[src/rtl/md_unit.sv]
// -----------------------------------------------------------------------------
// md_unit -- iterative multiply/divide unit with architectural HI/LO registers.
//
// Executes MIPS mult/multu/div/divu with one radix-2 step per cycle, and
// mthi/mtlo through the mt_we port. The unit lives in the EX stage: busy
// drives the hazard logic so that mfhi/mflo or a second md op stalls while an
// operation is in flight.
//
// Ports
//   clk      system clock, all state changes on the rising edge
//   reset    synchronous, active-high reset
//   start    issue request (ignored while busy or when flush is high)
//   op       00 mult, 01 multu, 10 div, 11 divu
//   a, b     rs / rt operands
//   flush    cancels the in-flight op and any same-cycle start
//   mt_we    bit1 = mthi write, bit0 = mtlo write (honoured only while idle)
//   mt_data  data for mthi/mtlo
//   busy     operation in flight
//   done     one-cycle pulse: HI/LO were just updated by a completed op
//   hi, lo   HI / LO registers
//
// Latency: start in cycle 0, busy in cycles 1..XLEN+1, done in cycle XLEN+2.
// -----------------------------------------------------------------------------
module md_unit #(
  parameter int XLEN  = 32,
  parameter int CNT_W = 6
) (
  input  logic            clk,
  input  logic            reset,
  input  logic            start,
  input  logic [1:0]      op,
  input  logic [XLEN-1:0] a,
  input  logic [XLEN-1:0] b,
  input  logic            flush,
  input  logic [1:0]      mt_we,
  input  logic [XLEN-1:0] mt_data,
  output logic            busy,
  output logic            done,
  output logic [XLEN-1:0] hi,
  output logic [XLEN-1:0] lo
);

  typedef enum logic [1:0] {
    IDLE = 2'd0,
    RUN  = 2'd1,
    FIX  = 2'd2
  } state_t;

  localparam logic [CNT_W-1:0] LAST_STEP = CNT_W'(XLEN - 1);

  state_t            state, state_nx;
  logic [CNT_W-1:0]  cnt;

  // acc holds the upper product half (multiply) or the partial remainder
  // (divide); qr holds the multiplier / quotient as it shifts through.
  logic [XLEN-1:0]   acc;
  logic [XLEN-1:0]   qr;
  logic [XLEN-1:0]   opnd_b;   // multiplicand or divisor magnitude
  logic              is_div;
  logic              neg_q;    // product / quotient must be negated
  logic              neg_r;    // remainder must be negated (dividend < 0)
  logic              b_zero;   // divide by zero: keep the all-ones quotient

  // ---------------------------------------------------------------------------
  // Issue decode
  // ---------------------------------------------------------------------------
  logic            accept;
  logic            op_signed;
  logic            a_neg, b_neg;
  logic [XLEN-1:0] a_mag, b_mag;

  assign accept    = (state == IDLE) && start && !flush;
  assign op_signed = ~op[0];
  assign a_neg     = op_signed & a[XLEN-1];
  assign b_neg     = op_signed & b[XLEN-1];
  assign a_mag     = a_neg ? (~a + 1'b1) : a;
  assign b_mag     = b_neg ? (~b + 1'b1) : b;

  // ---------------------------------------------------------------------------
  // One iteration step
  // ---------------------------------------------------------------------------
  logic [XLEN:0]   mul_sum;
  logic [XLEN:0]   div_shift;
  logic [XLEN-1:0] div_diff;
  logic            div_ge;

  // Shift-add: conditionally add the multiplicand to the upper half, then
  // shift the whole {carry, acc, qr} right by one.
  assign mul_sum   = {1'b0, acc} + (qr[0] ? {1'b0, opnd_b} : '0);

  // Restoring divide: bring in the next dividend bit and subtract if it fits.
  // When it fits the difference is below the divisor, so XLEN bits suffice.
  assign div_shift = {acc, qr[XLEN-1]};
  assign div_ge    = (div_shift >= {1'b0, opnd_b});
  assign div_diff  = div_shift[XLEN-1:0] - opnd_b;

  // ---------------------------------------------------------------------------
  // Sign correction of the finished magnitudes
  // ---------------------------------------------------------------------------
  logic [2*XLEN-1:0] prod;
  logic [2*XLEN-1:0] prod_fix;
  logic [XLEN-1:0]   quo_fix;
  logic [XLEN-1:0]   rem_fix;
  logic [XLEN-1:0]   res_hi, res_lo;

  assign prod     = {acc, qr};
  assign prod_fix = neg_q ? (~prod + 1'b1) : prod;
  // A zero divisor yields an all-ones quotient that must reach LO untouched;
  // the remainder path then reproduces the raw dividend on its own.
  assign quo_fix  = (neg_q && !b_zero) ? (~qr + 1'b1) : qr;
  assign rem_fix  = neg_r ? (~acc + 1'b1) : acc;
  assign res_hi   = is_div ? rem_fix : prod_fix[2*XLEN-1:XLEN];
  assign res_lo   = is_div ? quo_fix : prod_fix[XLEN-1:0];

  // ---------------------------------------------------------------------------
  // FSM
  // ---------------------------------------------------------------------------
  // NOTE: every signal written here gets a default first, otherwise a path
  // that skips the assignment would infer a latch.
  always_comb begin
    state_nx = state;
    case (state)
      IDLE:    if (accept) state_nx = RUN;
      RUN:     if (cnt == LAST_STEP) state_nx = FIX;
      FIX:     state_nx = IDLE;
      default: state_nx = IDLE;
    endcase
    if (flush) state_nx = IDLE;
  end

  // NOTE: clocked state uses non-blocking assignments so every register
  // samples the pre-edge values regardless of statement order.
  always_ff @(posedge clk) begin
    if (reset) state <= IDLE;
    else       state <= state_nx;
  end

  assign busy = (state != IDLE);

  // ---------------------------------------------------------------------------
  // Datapath registers
  // ---------------------------------------------------------------------------
  // NOTE: the datapath is cleared on reset as well, so a reset mid-operation
  // leaves no stale partial result behind; these are flops, not a RAM.
  always_ff @(posedge clk) begin
    if (reset) begin
      cnt    <= '0;
      acc    <= '0;
      qr     <= '0;
      opnd_b <= '0;
      is_div <= 1'b0;
      neg_q  <= 1'b0;
      neg_r  <= 1'b0;
      b_zero <= 1'b0;
    end else begin
      case (state)
        IDLE: begin
          if (accept) begin
            cnt    <= '0;
            acc    <= '0;
            qr     <= a_mag;
            opnd_b <= b_mag;
            is_div <= op[1];
            neg_q  <= a_neg ^ b_neg;
            neg_r  <= a_neg;
            b_zero <= (b == '0);
          end
        end
        RUN: begin
          cnt <= cnt + 1'b1;
          if (is_div) begin
            acc <= div_ge ? div_diff : div_shift[XLEN-1:0];
            qr  <= {qr[XLEN-2:0], div_ge};
          end else begin
            acc <= mul_sum[XLEN:1];
            qr  <= {mul_sum[0], qr[XLEN-1:1]};
          end
        end
        default: ;
      endcase
    end
  end

  // ---------------------------------------------------------------------------
  // Architectural HI/LO and completion pulse
  // ---------------------------------------------------------------------------
  // mt writes are accepted only while idle (including the cycle an op is
  // issued); the op result written in FIX later overwrites them.
  always_ff @(posedge clk) begin
    if (reset) begin
      hi   <= '0;
      lo   <= '0;
      done <= 1'b0;
    end else begin
      done <= 1'b0;
      if (state == IDLE) begin
        if (mt_we[1]) hi <= mt_data;
        if (mt_we[0]) lo <= mt_data;
      end
      if (state == FIX && !flush) begin
        hi   <= res_hi;
        lo   <= res_lo;
        done <= 1'b1;
      end
    end
  end

endmodule

[config.mk]
export PLATFORM = sky130hd
export DESIGN_NAME = md_unit
export DESIGN_NICKNAME = d
export VERILOG_FILES = /design/src/rtl/md_unit.sv
export SDC_FILE = /design/constraint.sdc
export NUM_CORES = 1
export LEC_CHECK = 0
export CAP_MARGIN = 5
export CORE_MARGIN = 1.5
export CORE_UTILIZATION = 55
export DETAILED_ROUTE_END_ITERATION = 6
export PLACE_DENSITY_LB_ADDON = 0.08
export SYNTH_ARGS = -nofsm -noshare
export SYNTH_HDL_FRONTEND = slang
export SYNTH_SLANG_ARGS = --single-unit
[constraint.sdc]
create_clock -name clk -period 3.6 [get_ports clk]
set_clock_uncertainty 0.05 [all_clocks]
set_input_delay 0.72 -clock clk [delete_from_list [all_inputs] [get_ports clk]]
set_output_delay 0.72 -clock clk [all_outputs]
set_load 0.05 [all_outputs]
Word level (Yosys, flattened, before mapping):

Cells that the tools add are included.
W data, S select, Z words.

* shift operators: 0
* bitwise operators: 9
* $lt $le $gt $ge: 1
* $mul: 0
* eq/ne operators: 5
* muxes and demuxes: 27
* reduce and logical (&&, ||, !) cells: 19
* add/subtract/negate cells: 8
* div/mod/pow operators: 0

Operators with widths (count)
* $mux W32: 18
* $add A32 B1 Y32 const B: 4
* $not A32 Y32: 4
* $pmux W32 S2: 2
* $add A64 B1 Y64 const B: 1
* $mux W64: 1
* $not A64 Y64: 1
* $add A32 B32 Y33: 1
* $ge A33 B32 Y1: 1
* $logic_not A32 Y1: 1
* $sub A32 B32 Y32: 1
* $pmux W6 S2: 1
* $reduce_and A2 Y1: 5
* $reduce_bool A2 Y1: 5
* $add A6 B1 Y6 const B: 1
* $eq A6 B5 Y1 const B: 1
* $mux W6: 1
* $logic_and A1 B1 Y1: 4
* $mux W2: 2
* $ne A2 B2 Y1 const B: 2
* $pmux W2 S2: 1
* $and A1 B1 Y1: 2
* $eq A2 B1 Y1 const B: 1
* $eq A2 B2 Y1 const B: 1
* 6 further kinds: 7

* memories: 0
* bits in latches: 0
* RAM bits: 0
* input port bits: 104
* memory bits (read-only): 0
* bits in registers: 173
* logic and storage cells: 81
* output and inout port bits: 66

Depth between registers and ports, before layout:

Gate-level depths: netlist (run 1).

* word-level depth: 5
* mapped depth: 15
* mapped depth without buffers: 13

Worst setup path after synthesis (run 1):

Ideal clock, no wire load.

* path type: input port to flip-flop
* start point: input b[9]
* end point: register opnd_b[30]
* required time: 3464 ps
* stages on the path: 9
* arrival: 3155 ps
* setup slack: 309 ps
* library setup time: 86 ps
* buffers on the path: 0
* cells stage by stage: or3_1 or3_1 or3_1 or4_4 or3_4 nor4_4 a21oi_1 xnor2_1 a211oi_1

* word-level cells in the longest chain between the ends: 3

Ends and longest elaborated chain
* start, declared: line 33 `input logic [XLEN-1:0] b,`
* $not A32 Y32: line 77 `assign b_mag = b_neg ? (~b + 1'b1) : b;`
* $add A32 B1 Y32: line 77
* $mux W32: line 77
* end signal, assigned: line 162 `opnd_b <= b_mag;`
* end, declared: line 58 `logic [XLEN-1:0] opnd_b;`

Every way passes these cells.
A chain may end at the register's enable or synchronous reset.

Worst setup path after layout (run 1):

Ends and elaborated chain as after synthesis.

==> results.txt, run 1 <==
Critical path origin -> b[9]
Yosys cell types -> 74
WL/cell -> 19.7 microns
Syn Area/Cell -> 7.63 sq um
WL final -> 46500 microns
Fin util -> 0.689
Antenna Nets Post-Route -> 0
Layout Cells excl Fill -> 2365
VDD IR-drop max -> 0.305 mV
Final HPWL DP -> 35600 microns
Core outline area -> 25000 sq um
Largest net degree at the start of global routing -> 113
Final nets -> 2197
Die area -> 26300 sq um
Pins Over Slew Limit -> 0
Yosys warns -> 0
PwrDens -> 326 nW/um^2
Minimum clock period -> 3.36 ns
Cell Rows -> 58
TritonCTS Buffers -> 17
Top-count cell post-synth -> nor2_1
Cells after DPL -> 2333
CP most frequent cell -> or3_1
Register-to-Register Path Depth -> 16
Syn Inst Count -> 1828
Vias post-DR -> 14.6k
First-pass GRT wire length -> 73200 microns
P&R area growth vs syn -> 23.6%
Startpoint type of the worst setup path -> primary input
Syn Std Cell Area -> 14000 sq um
Leakage power -> 7.15 nW
Most used DFF post-synth -> dfxtp_1
Async SR Flop Fraction -> 0
Achievable Freq -> 297 MHz
Sequential area share after synthesis -> 0.248
Max FO, Critical Path -> 4
Initial Utilization -> 0.557
Fraction of layout cells with a size suffix above 1 -> 0.0924
Ant diodes -> 0
Placement Setup Slack -> -0.255 ns
Top post-synthesis cells by count -> nor2_1, dfxtp_1, a211oi_1
Initial detailed-routing violation count -> 1251
Synth top area cells -> dfxtp_1, a211oi_1, mux2i_1
Unrepaired setup endpoints after global routing -> true
CTS Root Cell -> clkbuf_16
Max-cap violations -> 0
Share of Yosys cell area claimed by the top area cell type -> 0.248
HP Class -> reg2reg
Worst R2R Start -> qr[0]$_SDFFE_PP0P_
Port Buffers -> 169
Final setup viols -> 0
Syn nets -> 2003
FILL cells -> 2156
Vias in the first global route -> 13.8k
Global route total overflow -> 0
Final Cycle Share -> 0.934
Routability cong. -> 1.02
Crit end category -> register
CTS tree -> built
Number of remaining DRC errors -> 0
Skew-Pair Late Insertion Delay -> 0.46 ns
# clock sinks -> 173
Critical path's slowest cell -> or4_4
Setup TNS -> 0 ns
Gr usage total -> 0.349
Die Span X -> 162 microns
H-tree Lvls -> 4
Worst setup endpoint -> opnd_b[30]$_SDFFE_PP0P_
Cts hold-fix bufs -> 0
Leading area contributor after synthesis -> dfxtp_1
CP Cell Sequence -> clkdlybuf4s50_1 > or3_1 > or3_1 > or3_1 > or4_4 > or3_4 > nor4_4 > a21oi_1 > xnor2_1 > a211oi_1
Clock Pin Slew Worst Setup and Hold Paths -> 0.08 ns
Crit path largest cell delay -> 0.46 ns
FF+latch count, synth -> 173
Number of flops mapped to enable cells by yosys -> 0
Hold Slack -> 0.414 ns
Die H -> 162 microns
Via density -> 6.19
Io pins -> 170
Worst R2R End -> acc[31]$_SDFFE_PP0P_
Status -> finished clean
Reg2reg setup slack -> 0.24 ns
Initial antenna violation count -> 0
Relative slew slack -> 0.330
Slew @ Worst Pin -> 1.00 ns
Req. time, crit path -> 3.93 ns
Arr. time, crit path -> 3.69 ns
Drt pass-1 iters -> 6
Fin. Hold Viols -> 0
Crit path kind -> in2reg
Worst setup margin -> 0.239 ns
Bufs on Longest Clock Path -> 2
[worst min path at each step]
stage	startpoint	to	depth (start not counted)
after floorplan	opnd_b[31]$_SDFFE_PP0P_	opnd_b[31]$_SDFFE_PP0P_	2
after global placement	opnd_b[31]$_SDFFE_PP0P_	opnd_b[31]$_SDFFE_PP0P_	2
after detailed placement	opnd_b[31]$_SDFFE_PP0P_	opnd_b[31]$_SDFFE_PP0P_	2
after CTS	opnd_b[31]$_SDFFE_PP0P_	opnd_b[31]$_SDFFE_PP0P_	2
after global routing	opnd_b[31]$_SDFFE_PP0P_	opnd_b[31]$_SDFFE_PP0P_	2
final	opnd_b[31]$_SDFFE_PP0P_	opnd_b[31]$_SDFFE_PP0P_	2
[per-stage QoR]
| stage | cell area [sq um] | power (mW) |
|---|---|---|
| 5_1_grt | 17200 | 5.84 |
| 4_1_cts | 17200 | 5.61 |
| 3_3_place_gp | 16600 | 3.66 |
| 3_5_place_dp | 16600 | 3.68 |
| 6_report | 17200 | 5.63 |
| 2_1_floorplan | 14000 | 3.12 |
[where the power goes]
part           total (mW)  switching (mW)  leakage (nW)  internal, mW
Sequential           2.12           0.100          1.42          2.02
Combinational        1.55           0.912          5.43         0.640
Clock                1.96            1.01         0.299         0.952
[final cells by class]
type                    instances  area (sq um)  share of cell area
multi-input cells            1473          9830               0.570
flip-flops and latches        173          3460               0.201
repair buffers                291          2670               0.155
clock buffers                  17           425              0.0247
well taps                     330           413              0.0239
inverters                      66           248              0.0144
clock inverters                15           196              0.0114
[metal layers]
| layer | track usage | vias up | part of all wire |
|---|---|---|---|
| met5 | 0 | - | 0 |
| met4 | 0.145 | 0 | 0.034 |
| met3 | 0.0444 | 97 | 0.064 |
| met2 | 0.614 | 577 | 0.49 |
| met1 | 0.428 | 6874 | 0.41 |
| li1 | - | 7089 | - |
[flip-flops by register name, indices dropped and copies added, names as in the netlist, 2 cells and up]
signal,flops
qr,32
lo,32
hi,32
state,2
cnt,6
opnd_b,32
acc,32
[what timing repair did]
action / CTS / global route
buffers inserted: 0 / 0
endpoints found under the setup margin: 0 / 3
gates resized for setup: 0 / 2
[cells by family after synthesis]
| group | after synthesis | synth area share |
|---|---|---|
| fa+ha+maj | 71 | 0.0647 |
| flops | 173 | 0.248 |
| compound gates | 556 | 0.263 |
| simple gates | 581 | 0.198 |
| buf+inv | 182 | 0.0499 |
| mux | 104 | 0.0751 |
| xor+xnor | 161 | 0.101 |
[layout by cell type, fill, tap and decap left out, types with 11 or more instances in the layout]
cell type / Yosys / routed
clkbuf_16: 0 / 17
buf_4: 2 / 118
nand3_1: 20 / 20
a211oi_1: 152 / 152
nor3_1: 47 / 47
nand4_1: 12 / 12
a21oi_1: 133 / 132
o21ai_0: 104 / 104
nand2_1: 113 / 112
a31oi_1: 24 / 23
ha_1: 69 / 69
clkdlybuf4s50_1: 0 / 168
xnor2_1: 75 / 75
nor4_1: 16 / 16
or3_1: 23 / 23
mux2i_1: 99 / 99
a21o_1: 27 / 27
nor2_1: 252 / 251
nor2b_1: 17 / 16
xor2_1: 86 / 86
dfxtp_1: 173 / 172
o211ai_1: 11 / 11
and3_1: 14 / 14
nand2b_1: 11 / 11
inv_1: 65 / 65
[worst max-delay path, delay by kind of cell]
family / cells / cell delay (ns)
buffers and inverters: 1 / 0.41
xor gates and xnor gates: 1 / 0.16
AOI/OAI and AO/OA: 2 / 0.33
and+or+nand+nor: 6 / 2.06
No activity file was read; power rests on OpenSTA's default activity.
==> run 2, diff against run 1 <==
- CORE_UTILIZATION: 55 -> 53
- CTS_BUF_LIST: default -> sky130_fd_sc_hd__clkbuf_2
- SLEW_MARGIN: default -> 20
- clock period: 3.6 -> 2.8 ns (I/O delays scaled with it)
==> results.txt, run 2 (synthesized netlist as in run 1, its figures left out) <==
Final nets -> 2521
Via density -> 6.29
Worst hold stages -> 4
Drt pass-1 iters -> 6
Global route total overflow -> 0
CTS Root Cell -> clkbuf_2
Initial antenna violation count -> 1
Pins Over Slew Limit -> 0
Most common cell after layout, fill and taps aside -> buf_4
Unrepaired setup endpoints after global routing -> true
Die H -> 165 microns
Hold EP -> opnd_b[9]$_SDFFE_PP0P_
TritonCTS Buffers -> 17
Arr. time, crit path -> 3.94 ns
HP Class -> in2reg
Leakage power -> 8.87 nW
Failing checks -> negative setup slack
PwrDens -> 331 nW/um^2
Max FO, Critical Path -> 8
Largest net degree at the start of global routing -> 100
WL final -> 57700 microns
Antenna Nets Post-Route -> 0
Vias in the first global route -> 15.6k
Layout Cells excl Fill -> 2695
Achievable Freq -> 313 MHz
Core outline area -> 25900 sq um
Worst R2R Start -> opnd_b[10]$_SDFFE_PP0P_
Final Cycle Share -> 1.14
Worst R2R End -> acc[9]$_SDFFE_PP0P_
Req. time, crit path -> 3.54 ns
Crit end category -> register
Die area -> 27300 sq um
Cell Rows -> 59
WL/cell -> 21.4 microns
Initial detailed-routing violation count -> 1650
Routability cong. -> 0.959
VDD IR-drop max -> 0.249 mV
Reg2reg setup slack -> -0.40 ns
Startpoint type of the worst setup path -> register
Commonest cells after routing, fill and taps aside -> buf_4, nor2_1, clkdlybuf4s50_1, dfxtp_1, a211oi_1
CTS tree -> built
Slew @ Worst Pin -> 1.10 ns
Initial Utilization -> 0.538
H-tree Lvls -> 4
Clock Pin Slew Worst Setup and Hold Paths -> 0.30 ns
P&R area growth vs syn -> 49.1%
Final HPWL DP -> 40400 microns
Io pins -> 170
Final setup viols -> 33
First-pass GRT wire length -> 82600 microns
Skew-Pair Late Insertion Delay -> 0.87 ns
# clock sinks -> 173
Fraction of layout cells with a size suffix above 1 -> 0.307
Minimum clock period -> 3.20 ns
Number of remaining DRC errors -> 0
Port Buffers -> 169
Worst setup margin -> -0.397 ns
Relative slew slack -> 0.269
Status -> finished with violations
HP Start -> b[9]
Max-cap violations -> 0
Register-to-Register Path Depth -> 13
Vias post-DR -> 16.9k
Bufs on Longest Clock Path -> 2
Gr usage total -> 0.390
Crit path kind -> reg2reg
Fin util -> 0.803
Die Span X -> 165 microns
Cells after DPL -> 2585
Fin. Hold Viols -> 0
## run 2: area by class of cell
| cell class | instances | area, sq um |
|---|---|---|
| Multi-Input combinational cell | 1473 | 11100 |
| Timing Repair Buffer | 615 | 5300 |
| Fill cell | 1724 | 5100 |
| Sequential cell | 173 | 3510 |
| Tap cell | 335 | 419 |
| Inverter | 66 | 263 |
| Clock inverter | 15 | 153 |
| Clock buffer | 17 | 85.1 |
| Antenna cell | 1 | 2.50 |
## run 2: routing by layer
metal  track usage  wire [microns]  share of wire
met1         0.471           21500           0.37
met2         0.656           26500           0.46
met3        0.0604            5290          0.092
met4         0.231            4370          0.076
met5             0               0              0
## run 2: worst max path at each step
stage	cells past startpoint	to	startpoint	slack [ns]
after CTS	13	acc[6]$_SDFFE_PP0P_	opnd_b[1]$_SDFFE_PP0P_	-0.19
after floorplan	9	opnd_b[30]$_SDFFE_PP0P_	b[9]	-0.32
after global routing	13	acc[9]$_SDFFE_PP0P_	opnd_b[10]$_SDFFE_PP0P_	-0.44
final	13	acc[9]$_SDFFE_PP0P_	opnd_b[10]$_SDFFE_PP0P_	-0.40
after global placement	10	opnd_b[30]$_SDFFE_PP0P_	b[9]	-0.85
after detailed placement	10	opnd_b[28]$_SDFFE_PP0P_	b[9]	-0.91
## run 2: critical path, cell delays in order (launching register included)
cell	delay, ns
dfxtp_1	0.42
inv_1	0.09
ha_2	0.39
nand2_1	0.12
nor2_2	0.17
o211ai_1	0.18
a211o_1	0.37
a311oi_4	0.34
or2_1	0.20
buf_6	0.17
buf_4	0.12
mux2i_1	0.22
o21ai_1	0.12
a22o_1	0.19
## run 2: metrics by stage
stage                     TNS, ns  setup slack (ns)  hold slack (ns)  area (sq um)  power [mW]
final                       -7.80            -0.397           0.0813         20800        6.89
after global placement     -17.01            -0.850            0.395         18600        5.06
after global routing       -10.12            -0.442           0.0930         20800        7.13
after floorplan             -1.40            -0.316            0.382         14100        4.03
after detailed placement   -20.81            -0.914            0.403         18600        5.10
after CTS                   -2.69            -0.194            0.187         20000        6.67
## run 2: where the power goes
part,internal (mW),switching (mW)
logic,1.25,1.50
clock network,0.291,1.14
registers,2.60,0.108
## run 2: timing repair
| action | CTS | global route |
|---|---|---|
| pin swaps | 98 | 123 |
| hold buffers | 1 | 0 |
| cloned | 2 | 1 |
| setup endpoints to repair | 56 | 70 |
| buffers inserted | 50 | 32 |
| gates resized for setup | 195 | 151 |
| hold endpoints to repair | 3 | 0 |
==> run 3, diff against run 2 <==
- CAP_MARGIN: 5 -> default
- MAX_ROUTING_LAYER: default -> met4
==> results.txt, run 3 (synthesized netlist as in run 1, its figures left out) <==
Gr usage total -> 0.394
Skew-Pair Late Insertion Delay -> 0.83 ns
Startpoint type of the worst setup path -> register
Clock Pin Slew Worst Setup and Hold Paths -> 0.32 ns
HP Class -> in2reg
PwrDens -> 333 nW/um^2
Req. time, crit path -> 3.48 ns
# clock sinks -> 173
Antenna Nets Post-Route -> 0
CTS Root Cell -> clkbuf_2
HP Start -> b[7]
Drt pass-1 iters -> 6
Die H -> 165 microns
Largest net degree at the start of global routing -> 100
Layout Cells excl Fill -> 2680
Global route total overflow -> 0
First-pass GRT wire length -> 80700 microns
Achievable Freq -> 332 MHz
Worst R2R Start -> qr[0]$_SDFFE_PP0P_
Fin. Hold Viols -> 0
Most common cell after layout, fill and taps aside -> buf_4
Cell Rows -> 59
Port Buffers -> 169
Leakage power -> 8.80 nW
Unrepaired setup endpoints after global routing -> true
Final instance area -> 20700 sq um
Final Cycle Share -> 1.08
Final nets -> 2506
Crit end category -> register
Die Span X -> 165 microns
Max-cap violations -> 0
Routability cong. -> 1.01
Cells after DPL -> 2587
Initial detailed-routing violation count -> 1755
Failing checks -> negative setup slack
Crit path kind -> reg2reg
DR WL met2 -> 26300 microns
Pins Over Slew Limit -> 0
Max FO, Critical Path -> 7
Worst setup margin -> -0.212 ns
Arr. time, crit path -> 3.69 ns
FILL cells -> 1809
CTS tree -> built
Relative slew slack -> 0.259
Top layer in use -> met4
Fraction of layout cells with a size suffix above 1 -> 0.301
Io pins -> 170
M1 WL -> 21800 microns
VDD IR-drop max -> 0.253 mV
Placement Setup Slack -> -0.877 ns
WL final -> 55300 microns
WL met3 -> 4670 microns
Sequential cell area -> 3500 sq um
Minimum clock period -> 3.01 ns
Core outline area -> 25900 sq um
Initial Utilization -> 0.538
Vias post-DR -> 16.5k
Critical path origin -> qr[0]$_SDFFE_PP0P_
Vias in the first global route -> 15.0k
Via density -> 6.16
Slew @ Worst Pin -> 1.11 ns
Bufs on Longest Clock Path -> 2
Final HPWL DP -> 41000 microns
Number of remaining DRC errors -> 0
Power, Total -> 6.88 mW
TritonCTS Buffers -> 17
Die area -> 27300 sq um
Initial antenna violation count -> 1
Area post-placement -> 18600 sq um
H-tree Lvls -> 4
Commonest cells after routing, fill and taps aside -> buf_4, nor2_1, clkdlybuf4s50_1, dfxtp_1, a211oi_1
P&R area growth vs syn -> 48.1%
Final setup viols -> 39
Area of the multi-input gates -> 11100 sq um
Status -> finished with violations
WL/cell -> 20.6 microns
-- run 3: cell types whose count changed in the layout (fill, tap and decap cells not counted), sizes merged, moves of 2 or more --
cell | previous run | this run
buf | 445 | 430
clkbuf | 19 | 21
clkinv | 5 | 7
clkinvlp | 3 | 1
-- run 3: through the flow --
step           hold WS [ns]   util  TNS, ns
6_report             0.0746  0.797    -3.86
5_1_grt              0.0157  0.797    -8.41
4_1_cts               0.190  0.764    -2.35
3_5_place_dp          0.415  0.718   -21.77
3_3_place_gp          0.396  0.718   -19.01
2_1_floorplan         0.382      -    -1.40
-- run 3: worst max-delay path, stage by stage (launching register included) --
cell and delay [ns]:
dfxtp_4 0.50, clkinv_8 0.11, buf_12 0.16, nor2_2 0.10
ha_1 0.25, a21o_1 0.17, a21o_1 0.19, a21oi_2 0.17
nor2_2 0.07, a2111oi_4 0.30, o21bai_1 0.15, a41oi_2 0.21
xor2_1 0.11, a2111oi_1 0.36
-- run 3: worst paths after layout --
| check | to | slack (ns) | cells after the start |
|---|---|---|---|
| min reg2reg | opnd_b[31]$_SDFFE_PP0P_ | 0.43 | 2 |
| max reg2reg | acc[29]$_SDFFE_PP0P_ | -0.21 | 13 |
| max | acc[29]$_SDFFE_PP0P_ | -0.21 | 13 |
| min | opnd_b[7]$_SDFFE_PP0P_ | 0.07 | 4 |
-- run 3: power breakdown --
part | switching, mW | internal, mW | leakage, nW | total, mW
registers | 0.107 | 2.61 | 1.43 | 2.71
clock network | 1.11 | 0.389 | 0.156 | 1.50
logic | 1.46 | 1.21 | 7.22 | 2.66
total | 2.68 | 4.20 | 8.80 | 6.88
-- run 3: what timing repair did --
action / 4_1_cts / 5_1_grt
cloned: 4 / 0
buffers inserted: 31 / 27
hold buffers: 1 / 0
gates resized for setup: 161 / 161
endpoints found under the hold margin: 2 / 0
setup endpoints to repair: 69 / 58
pin swaps: 58 / 121
-- run 3: routing by layer --
| layer | vias up | GRT usage |
|---|---|---|
| met3 | 147 | 0.0572 |
| met1 | 7863 | 0.480 |
| li1 | 7679 | - |
| met2 | 820 | 0.650 |
| met4 | 0 | 0.164 |
| met5 | - | - |
-- run 3: layout make-up --
class,instances,area share
multi-input cells,1473,0.536
repair buffers,599,0.247
flip-flops and latches,173,0.170
well taps,335,0.0203
inverters,66,0.0128
clock inverters,14,0.00836
clock buffers,18,0.00436
repair inverters,1,0.000787
diodes,1,0.000121
